==> src/rtl/if_stage_if.sv <==
// Instruction-memory handshake between the fetch stage and a variable-latency imem.
// rdata is only meaningful in a cycle where req && ready.
interface if_stage_if;
    logic        req;
    logic [31:0] addr;
    logic        ready;
    logic [31:0] rdata;

    modport master (
        output req,
        output addr,
        input  ready,
        input  rdata
    );

    modport slave (
        input  req,
        input  addr,
        output ready,
        output rdata
    );
endinterface

==> src/rtl/if_stage.sv <==
// MIPS instruction-fetch stage: fetch PC, imem handshake and the IF/ID register.
// Handles decode stalls, downstream redirects and stale in-flight responses.
module if_stage #(
    parameter logic [31:0] RESET_PC = 32'h0000_0000
) (
    input  logic              clk,
    input  logic              rst,
    input  logic              stall,
    input  logic              redirect,
    input  logic [31:0]       redirect_pc,
    if_stage_if.master        imem,
    output logic [31:0]       pc,
    output logic [31:0]       inst,
    output logic              valid
);

    typedef enum logic [1:0] {
        FETCH = 2'd0,
        HOLD  = 2'd1,
        DRAIN = 2'd2
    } state_t;

    state_t      state;
    state_t      state_next;
    logic [31:0] fetch_pc;
    logic [31:0] fetch_pc_next;
    logic [31:0] target_pc;
    logic [31:0] target_pc_next;
    logic [31:0] buf_pc;
    logic [31:0] buf_pc_next;
    logic [31:0] buf_inst;
    logic [31:0] buf_inst_next;
    logic [31:0] pc_next;
    logic [31:0] inst_next;
    logic        valid_next;
    logic        response;
    logic [31:0] redirect_target;

    // Request is gated by rst so it drops asynchronously along with the rest of the stage.
    assign imem.req        = rst && (state != HOLD);
    assign imem.addr       = fetch_pc;
    assign response        = imem.req && imem.ready;
    assign redirect_target = redirect_pc & 32'hFFFF_FFFC;

    always_ff @(posedge clk or negedge rst) begin
        if (!rst) begin
            state     <= FETCH;
            fetch_pc  <= RESET_PC;
            target_pc <= 32'h0;
            buf_pc    <= 32'h0;
            buf_inst  <= 32'h0;
            pc        <= 32'h0;
            inst      <= 32'h0;
            valid     <= 1'b0;
        end else begin
            state     <= state_next;
            fetch_pc  <= fetch_pc_next;
            target_pc <= target_pc_next;
            buf_pc    <= buf_pc_next;
            buf_inst  <= buf_inst_next;
            pc        <= pc_next;
            inst      <= inst_next;
            valid     <= valid_next;
        end
    end

    always_comb begin
        state_next     = state;
        fetch_pc_next  = fetch_pc;
        target_pc_next = target_pc;
        buf_pc_next    = buf_pc;
        buf_inst_next  = buf_inst;
        pc_next        = pc;
        inst_next      = inst;
        valid_next     = valid;

        if (redirect) begin
            inst_next     = 32'h0;
            valid_next    = 1'b0;
            buf_pc_next   = 32'h0;
            buf_inst_next = 32'h0;
            // An unanswered request cannot be cancelled, so wait for its stale response first.
            if ((state == FETCH || state == DRAIN) && !response) begin
                state_next     = DRAIN;
                target_pc_next = redirect_target;
            end else begin
                state_next    = FETCH;
                fetch_pc_next = redirect_target;
            end
        end else begin
            case (state)
                FETCH: begin
                    if (response) begin
                        fetch_pc_next = fetch_pc + 32'd4;
                        if (stall) begin
                            buf_pc_next   = fetch_pc;
                            buf_inst_next = imem.rdata;
                            state_next    = HOLD;
                        end else begin
                            pc_next    = fetch_pc;
                            inst_next  = imem.rdata;
                            valid_next = 1'b1;
                        end
                    end else if (!stall) begin
                        inst_next  = 32'h0;
                        valid_next = 1'b0;
                    end
                end
                HOLD: begin
                    if (!stall) begin
                        pc_next    = buf_pc;
                        inst_next  = buf_inst;
                        valid_next = 1'b1;
                        state_next = FETCH;
                    end
                end
                DRAIN: begin
                    inst_next  = 32'h0;
                    valid_next = 1'b0;
                    if (response) begin
                        fetch_pc_next = target_pc;
                        state_next    = FETCH;
                    end
                end
                default: begin
                    state_next = FETCH;
                end
            endcase
        end
    end

endmodule

==> src/flat_wrapper.sv <==
// flat-port wrapper written by rule: the top's interface ports become plain ports
module if_stage_flat 
#(
    parameter logic [31:0] RESET_PC = 32'h0000_0000
)
  (clk, rst, stall, redirect, redirect_pc, pc, inst, valid, imem_req, imem_addr, imem_ready, imem_rdata);
  if_stage_if imem_i ();
  input  logic clk;
  input  logic rst;
  input  logic stall;
  input  logic redirect;
  input  logic [31:0] redirect_pc;
  output logic [31:0] pc;
  output logic [31:0] inst;
  output logic valid;
  output wire logic [$bits(imem_i.req)-1:0] imem_req;
  output wire logic [$bits(imem_i.addr)-1:0] imem_addr;
  input wire logic [$bits(imem_i.ready)-1:0] imem_ready;
  input wire logic [$bits(imem_i.rdata)-1:0] imem_rdata;
  assign imem_req = imem_i.req;
  assign imem_addr = imem_i.addr;
  assign imem_i.ready = imem_ready;
  assign imem_i.rdata = imem_rdata;
  if_stage #(.RESET_PC(RESET_PC)) u_core (.clk(clk), .rst(rst), .stall(stall), .redirect(redirect), .redirect_pc(redirect_pc), .imem(imem_i), .pc(pc), .inst(inst), .valid(valid));
endmodule
==> config.mk <==
export PLATFORM = sky130hd
export DESIGN_NAME = if_stage_flat
export DESIGN_NICKNAME = d
export VERILOG_FILES = /design/src/rtl/if_stage_if.sv /design/src/rtl/if_stage.sv /design/src/flat_wrapper.sv
export SDC_FILE = /design/constraint.sdc
export NUM_CORES = 1
export LEC_CHECK = 0
export CORE_MARGIN = 5
export CORE_UTILIZATION = 47
export DETAILED_ROUTE_END_ITERATION = 7
export PLACE_DENSITY = 0.76
export SKIP_CTS_REPAIR_TIMING = 1
export SYNTH_ARGS = -nofsm -noshare
export SYNTH_HDL_FRONTEND = slang
export SYNTH_SLANG_ARGS = --single-unit
==> constraint.sdc <==
create_clock -name clk -period 1.9 [get_ports clk]
set_input_delay 0.38 -clock clk [delete_from_list [all_inputs] [get_ports clk]]
set_output_delay 0.38 -clock clk [all_outputs]
set_load 0.005 [all_outputs]
Word-level counts from Yosys, hierarchy flattened
Index checks and enable logic that the tools add are counted.
{ "word_totals": {"regBits": 193, "in_bits": 69, "out_inout_bits": 98, "word_cells": 77} }
{ "op_classes": {"addsub": 1, "n_eq_ne": 13, "mux": 35, "n_bitwise": 1, "n_reduce_logical": 19} }
{ "ops": {"columns": ["cell", "count"], "rows": [
  ["32-bit 2-to-1 mux", 20],
  ["32-bit case mux with 2 select lines", 2],
  ["32-bit case mux with 3 select lines", 1],
  ["32-bit by 3-bit adder with 32-bit output, second input constant", 1],
  ["2-bit 2-to-1 mux", 6],
  ["3-bit != test, second input constant", 3],
  ["4-bit AND reduction", 2],
  ["2-bit nonzero test", 4],
  ["2-bit != test, second input constant", 3],
  ["3-bit by 2-bit != test with 1-bit output, second input constant", 2],
  ["2-bit case mux with 3 select lines", 1],
  ["3-bit AND reduction", 2],
  ["5-bit AND reduction", 1],
  ["1-bit 2-to-1 mux", 4],
  ["2-bit by 1-bit != test with 1-bit output, second input constant", 2],
  ["4-bit by 3-bit != test with 1-bit output, second input constant", 1],
  ["2-bit AND reduction", 2],
  ["4-bit nonzero test", 1],
  ["1-bit logical AND", 3],
  ["1-bit case mux with 3 select lines", 1],
  ["3-bit nonzero test", 1],
  ["2-bit by 1-bit == test with 1-bit output, second input constant", 1],
  ["2-bit == test, second input constant", 1],
  ["2-bit zero test", 1],
  ["3 further kinds", 3]
]} }

Logic depth before layout (Yosys ltp)
Gate-level depths: netlist of run 1.
{ "depth": {"depth_word": 7, "ltp_mapped": 9, "ltp_nobuf": 7} }

Worst setup path before layout of run 1
OpenSTA, ideal clock, no wires.
{ "synth_timing": {"path_type": "reg-to-reg", "from": "reg u_core.state[0]", "to": "reg u_core.fetch_pc[13] (netlist: u_core.imem.addr[13])", "setup_time_ns": 0.130, "t_arrival_ns": 1.797, "t_required_ns": 1.770, "slack_ns": -0.027, "stages_incl_launch_ff": 8, "path_buffers": 2, "synth_period_minus_slack_ns": 1.927, "cell_sequence": "dfrtp_1 inv_1 ha_1 nor2_1 mux2i_1 buf_2 buf_2 o22ai_1"} }
{ "synth_via": {"elab_chain_len": 7, "word_cells_on_any_way": 15, "cone_classes": "eq/ne: 5; mux: 2; reduce/logical: 8"} }
{ "synth_rtl": {"columns": ["item", "line", "text"], "rows": [
  ["start: declaration", "if_stage.sv:23", "state_t state;"],
  ["start signal: assignment", "if_stage.sv:56", "state <= state_next;"],
  ["2-bit by 1-bit != test with 1-bit output", "if_stage.sv:40", "assign imem.req = rst && (state != HOLD);"],
  ["1-bit logical AND", "if_stage.sv:40", null],
  ["1-bit logical AND", "if_stage.sv:42", "assign response = imem.req && imem.ready;"],
  ["1-bit zero test", "if_stage.sv:83", "if ((state == FETCH || state == DRAIN) && !response) begin"],
  ["1-bit logical AND", "if_stage.sv:83", null],
  ["2-bit != test (no source line)", null, null],
  ["4-bit AND reduction (no source line)", null, null],
  ["end signal: assignment", "if_stage.sv:57", "fetch_pc <= fetch_pc_next;"],
  ["end: declaration", "if_stage.sv:25", "logic [31:0] fetch_pc;"]
]} }
Several ways; a longest one is shown, not always the timed one.
A chain may end at the register's enable or synchronous reset.

Worst setup path in the final report of run 1
{ "layout_timing": {"from": "reg u_core.state[0]", "to": "reg u_core.fetch_pc[19] (netlist: u_core.imem.addr[19])"} }
Same word-level chain as after synthesis.

==> run summary, run 1 <==
run status -> complete, but fails checks
failing checks -> negative setup slack
CP bufs+invs -> 4
final hold violations -> 0
Yosys warnings -> 0
metal2 WL -> 14,560 µm
first-pass GRT wire length -> 39,270 µm
max-capacitance violation count -> 0
worst endpoint data arrival time -> 2.47 ns
height of the die -> 146.1 µm
pin count of the biggest net entering global routing -> 134
ANT nets after route -> 0
# DRC -> 0
area delta synth->final -> 51.52%
Top Layer Used -> met4
Clock transition at path regs -> 0.08 ns
critical path, cell by cell -> inv_2 > ha_4 > buf_6 > or2_4 > buf_6 > buf_4 > nor3_1 > a21oi_1 > o21ai_0
Fmax achieved -> 0.4604 GHz
Post-Synth Adder-Cell Area -> 0.5749%
Leak Pwr -> 5.704 nW
setup TNS -> -1.044 ns
Crit Path Category -> reg -> reg
Cell Pwr Density -> 1361 nW/µm²
Post-Syn Instances -> 831
Compound-Gate Fraction of Synth Area -> 21.63%
Synth async-reset ratio -> 100.0%
Initial Util -> 48.14%
max-slew violation count -> 0
unrepaired setup endpoints after global routing -> true
Critical Path RT -> 2.19 ns
post-DP HPWL -> 16,270 µm
fin nets -> 1,150
EDFF count, synth -> 0
Yosys reg bits -> 189
Core ar. -> 18,090 µm²
CP top delay family -> buffers and inverters
Die ar. -> 21,350 µm²
crit end category -> flop
wire length on met3 -> 2663 µm
biggest area consumer among synthesized cells -> dfrtp_1
first-iteration detailed-routing DRC count -> 865
synthesized area -> 8706 µm²
CTS tree -> yes
width of the die -> 146.1 µm
total track usage -> 22.36%
Ports -> 167
synth cell count leaders -> dfrtp_1 (189), o21ai_0 (109), nand2_1 (87)
area share of and/or/nand/nor cells after synthesis -> 11.70%
# port buffers -> 162
Synth cell types -> 54
Post-Layout Cell Count -> 1,319
final clock skew -> 0.01081 ns
Post-DP Area -> 11,210 µm²
fraction of layout cells with a size suffix above 1 -> 29.54%
worst-path fanout max -> 12
row count -> 49
Vias/cell -> 6.198
ys flop type -> dfrtp_1
design area -> 13,190 µm²
mean cell area of the mapped netlist -> 10.48 µm²
H-tree depth -> 4
count leader, synth -> dfrtp_1
antenna violations before repair -> 0
Routed WL -> 29,520 µm
Tmin final -> 2.172 ns
antenna cell count -> 0
HP Class -> in -> async
M1 WL -> 11,300 µm
post-detailed-route wirelength per cell -> 22.38 µm
CTS max path bufs -> 2
Slowest-stage cell, CP -> dfrtp_1
combinational family with the most area after synthesis -> compound AO/OA/AOI/OAI gates
clock root buffer -> clkbuf_16
critical path startpoint category -> flop
Synth area leaders -> dfrtp_1 (54%), a22o_1 (6.8%), o21ai_0 (6.3%)
Worst Tran Pin Value -> 0.7279 ns
most frequent CP cell -> buf_6
VDD IR max -> 0.0009864 V
Synth top area share -> 54.33%
# setup viols final -> 45
Detailed Routing Iterations Pass 1 -> 7
placed insts -> 1,244
CP peak stage delay -> 0.37 ns
Synth Area in XOR/XNOR -> 0%
sequential fraction of the synthesis area -> 54.33%
clock sinks -> 189
Final GP Congestion -> 0.8890
relative slew slack -> 51.47%
via count -> 8,175
hold_ws -> 0.09945 ns
vias in the first global route -> 7,432
period utilization -> 114.3%
TritonCTS buffer count -> 17
total gr overflow -> 0
Final WS setup -> -0.2718 ns
Clock Latency Late Sink -> 0.43 ns
post-synthesis mux area share -> 7.804%
total chip power -> 17.95 mW
## cells in the final DEF (no fill, tap or decap), types with 3 or more instances in the layout
cell type,count
a21oi_1,44
a221o_1,3
a221oi_1,3
a222oi_1,3
a22o_1,68
a22oi_1,13
a31oi_1,12
and2_1,3
and3_1,5
and4_1,3
buf_12,18
buf_4,70
buf_6,27
clkbuf_16,36
clkdlybuf4s50_1,158
dfrtp_1,181
dfrtp_2,8
ha_4,3
inv_1,9
inv_6,6
mux2_2,30
mux2i_1,31
nand2_1,45
nand2_2,24
nand2_4,18
nand3_1,16
nand3_4,3
nand4_1,4
nor2_1,18
nor2b_1,34
nor3_1,9
o21ai_0,14
o21ai_1,58
o21ai_2,39
o22ai_1,3
o31a_1,6
## cells by family after synthesis
| family | Yosys count |
|---|---|
| other | 1 |
| AND/OR/NAND/NOR | 202 |
| flip-flops | 189 |
| multiplexers | 64 |
| adder cells (fa/ha/maj) | 4 |
| AO/OA/AOI/OAI | 288 |
| buffers and inverters | 83 |
## per-stage QoR
stage / util (%) / setup WS, ns
global route: 72.94 / -0.3247
CTS: 65.26 / -0.4906
finish: 72.94 / -0.2718
global placement: 61.98 / -0.2876
detailed placement: 61.98 / -0.3443
floorplan: - / -0.01710
## routing by layer
| layer | vias up | global-route usage (%) |
|---|---|---|
| met1 | 4013 | 30.26 |
| met5 | - | 0 |
| met4 | 0 | 6.961 |
| met3 | 98 | 3.936 |
| li1 | 3546 | - |
| met2 | 518 | 37.03 |
## worst paths after layout
kind,startpoint,cells past startpoint,slack [ns],to
worst min register to register,u_core.inst[21],2,0.48,u_core.inst[21]
worst min-delay path,rst,2,0.1,u_core.buf_pc[1]
worst max register to register,u_core.state[0],9,-0.27,u_core.imem.addr[19]
max in group asynchronous,rst,2,1.23,u_core.imem.addr[28]
worst max-delay path,u_core.state[0],9,-0.27,u_core.imem.addr[19]
min in group clk,u_core.inst[21],2,0.48,u_core.inst[21]
## sequential cells by signal, summed over array words and instances, names as in the netlist
register	count
u_core.buf_inst	32
u_core.inst	32
u_core.buf_pc	31
u_core.pc	31
u_core.imem.addr	30
u_core.target_pc	30
u_core.state	2
u_core.valid	1
## power by group
group	internal (mW)	total, mW	switching, mW
Sequential	5.16	6.11	0.949
Clock	2.00	3.67	1.67
Combinational	4.31	8.17	3.86
## final cells by class
class | count | area [µm²]
Clock inverter | 14 | 155.1
Tap cell | 229 | 286.5
Sequential cell | 189 | 4740
Clock buffer | 18 | 439.2
Timing Repair Buffer | 297 | 3316
Inverter | 11 | 41.29
Fill cell | 1177 | 4895
Multi-Input combinational cell | 561 | 4214
Note: power is estimated with default switching activity, not from simulation.
==> inputs of run 2 (changes only) <==
--- a/config.mk
+++ b/config.mk
@@ -7,6 +7,7 @@
 export LEC_CHECK = 0
 export CORE_MARGIN = 5
 export CORE_UTILIZATION = 47
+export CTS_CLUSTER_DIAMETER = 120
 export DETAILED_ROUTE_END_ITERATION = 7
 export PLACE_DENSITY = 0.76
 export SKIP_CTS_REPAIR_TIMING = 1
==> results of run 2 <==
Final layout, timing and power as in run 1 (identical DEF).
==> inputs of run 3 (changes only) <==
--- a/config.mk
+++ b/config.mk
@@ -9,7 +9,7 @@
 export CORE_UTILIZATION = 47
 export CTS_CLUSTER_DIAMETER = 120
 export DETAILED_ROUTE_END_ITERATION = 7
-export PLACE_DENSITY = 0.76
+export PLACE_DENSITY_LB_ADDON = 0.08
 export SKIP_CTS_REPAIR_TIMING = 1
 export SYNTH_ARGS = -nofsm -noshare
 export SYNTH_HDL_FRONTEND = slang
==> run 3 against run 2 <==
Effect of this change:
- the run still ends with negative setup slack left
- clock power fell by 4%
- cell count fell by 0.38%
- fmax rose by 9.7%
- combinational power fell by 10%
- register-to-register slack improved by 0.19 ns
- hold slack got worse by 0.0045 ns
- critical path depth fell by 1
- worst setup slack improved by 0.19 ns
- routed wire length fell by 10%
- via count fell by 7.6%
- critical path type unchanged
- critical endpoint is now u_core.inst[26]
==> run summary, run 3 (same netlist as run 1, synthesis figures left out) <==
Clock transition at path regs -> 0.07 ns (was 0.08 ns)
Die ar. -> 21,350 µm² (unchanged)
post-DP HPWL -> 16,730 µm (was 16,270 µm)
antenna cell count -> 0 (unchanged)
Post-DP Area -> 11,150 µm² (was 11,210 µm²)
Ports -> 167 (unchanged)
max-capacitance violation count -> 0 (unchanged)
design area -> 12,530 µm² (was 13,190 µm²)
antenna violations before repair -> 0 (unchanged)
# DRC -> 0 (unchanged)
fin nets -> 1,147 (was 1,150)
CTS tree -> yes (unchanged)
worst-path fanout max -> 8 (was 12)
placed insts -> 1,234 (was 1,244)
setup TNS -> -1.366 ns (was -1.044 ns)
Top Registers -> u_core.buf_inst (32), u_core.inst (32) (unchanged)
first-iteration detailed-routing DRC count -> 572 (was 865)
row count -> 49 (unchanged)
first-pass GRT wire length -> 39,610 µm (was 39,270 µm)
run status -> complete, but fails checks (unchanged)
CTS max path bufs -> 2 (unchanged)
Worst Tran Pin Value -> 0.7601 ns (was 0.7279 ns)
ANT nets after route -> 0 (unchanged)
Clock Latency Late Sink -> 0.44 ns (was 0.43 ns)
Final WS setup -> -0.08037 ns (was -0.2718 ns)
filler cell count -> 1,330 (was 1,177)
Post-Layout Cell Count -> 1,314 (was 1,319)
vias in the first global route -> 7,338 (was 7,432)
total gr overflow -> 0 (unchanged)
clock root buffer -> clkbuf_16 (unchanged)
total chip power -> 16.82 mW (was 17.95 mW)
HP Class -> in -> async (unchanged)
# port buffers -> 162 (unchanged)
Crit Path Category -> reg -> reg (unchanged)
area delta synth->final -> 43.89% (was 51.52%)
TritonCTS buffer count -> 17 (unchanged)
Cell Pwr Density -> 1343 nW/µm² (was 1361 nW/µm²)
period utilization -> 104.2% (was 114.3%)
most frequent cells in the layout -> dfrtp_1 (182), clkdlybuf4s50_1 (158), o21ai_0 (95) (was dfrtp_1 (181), clkdlybuf4s50_1 (158), buf_4 (70))
max-slew violation count -> 0 (unchanged)
H-tree depth -> 4 (unchanged)
final hold violations -> 0 (unchanged)
# setup viols final -> 32 (was 45)
pin count of the biggest net entering global routing -> 141 (was 134)
VDD IR max -> 0.0008566 V (was 0.0009864 V)
Tmin final -> 1.980 ns (was 2.172 ns)
Vias/cell -> 5.751 (was 6.198)
Routed WL -> 26,550 µm (was 29,520 µm)
clock sinks -> 189 (unchanged)
height of the die -> 146.1 µm (unchanged)
unrepaired setup endpoints after global routing -> true (unchanged)
Initial Util -> 48.14% (unchanged)
post-detailed-route wirelength per cell -> 20.20 µm (was 22.38 µm)
worst endpoint data arrival time -> 2.33 ns (was 2.47 ns)
total track usage -> 22.73% (was 22.36%)
via count -> 7,557 (was 8,175)
Detailed Routing Iterations Pass 1 -> 5 (was 7)
critical path startpoint category -> flop (unchanged)
Leak Pwr -> 5.386 nW (was 5.704 nW)
crit end category -> flop (unchanged)
failing checks -> negative setup slack (unchanged)
relative slew slack -> 49.33% (was 51.47%)
commonest non-fill, non-tap cell in the layout -> dfrtp_1 (unchanged)
Fmax achieved -> 0.5050 GHz (was 0.4604 GHz)
final clock skew -> 0.01654 ns (was 0.01081 ns)
Critical Path RT -> 2.25 ns (was 2.19 ns)
Core ar. -> 18,090 µm² (unchanged)
width of the die -> 146.1 µm (unchanged)
fraction of layout cells with a size suffix above 1 -> 22.67% (was 29.54%)
Final GP Congestion -> 0.8672 (was 0.8890)
-- run 3: cell type report --
type,count,area [µm²],area share (%)
timing repair buffer,295,3023,24.13
clock buffer,23,498.0,3.975
inverter,11,41.29,0.3296
sequential,189,4738,37.82
multi-input combinational,560,3861,30.82
tap,229,286.5,2.287
clock inverter,7,78.83,0.6292
-- run 3: stage by stage --
step | setup WS [ns] | util, % | hold slack, ns
finish | -0.08037 | 69.26 | 0.09491
global route | -0.1383 | 69.26 | 0.1416
CTS | -0.4507 | 64.82 | -0.1146
detailed placement | -0.2942 | 61.63 | 0.3455
global placement | -0.2649 | 61.63 | 0.3407
floorplan | -0.01710 | - | 0.08441
-- run 3: power breakdown --
part | switching [mW] | internal [mW]
Clock | 1.53 | 1.98
Sequential | 0.805 | 5.16
Combinational | 3.35 | 3.99
-- run 3: worst paths after layout --
path	startpoint	end	slack, ns	depth (start not counted)
worst max-delay path	u_core.state[1]	u_core.inst[26]	-0.08	8
worst min-delay path	rst	u_core.inst[17]	0.09	2
worst max register to register	u_core.state[1]	u_core.inst[26]	-0.08	8
worst min register to register	u_core.inst[5]	u_core.inst[5]	0.48	2
max in group asynchronous	rst	u_core.imem.addr[4]	1.19	2
min in group clk	u_core.inst[5]	u_core.inst[5]	0.48	2
-- run 3: metal layers --
layer	up-vias	GRT usage (%)	share of wire, %
li1	3514	-	-
met1	3764	31.22	43
met2	254	37.66	50
met3	25	4.400	5.6
met4	0	5.409	1.1
met5	-	0	0
-- run 3: worst max-delay path: stages, from the launching register on --
cell,delay [ns]
dfrtp_1,0.39
inv_2,0.08
ha_2,0.17
buf_4,0.16
or3_4,0.42
a21oi_4,0.32
clkbuf_16,0.23
nand2_1,0.05
o21ai_0,0.08
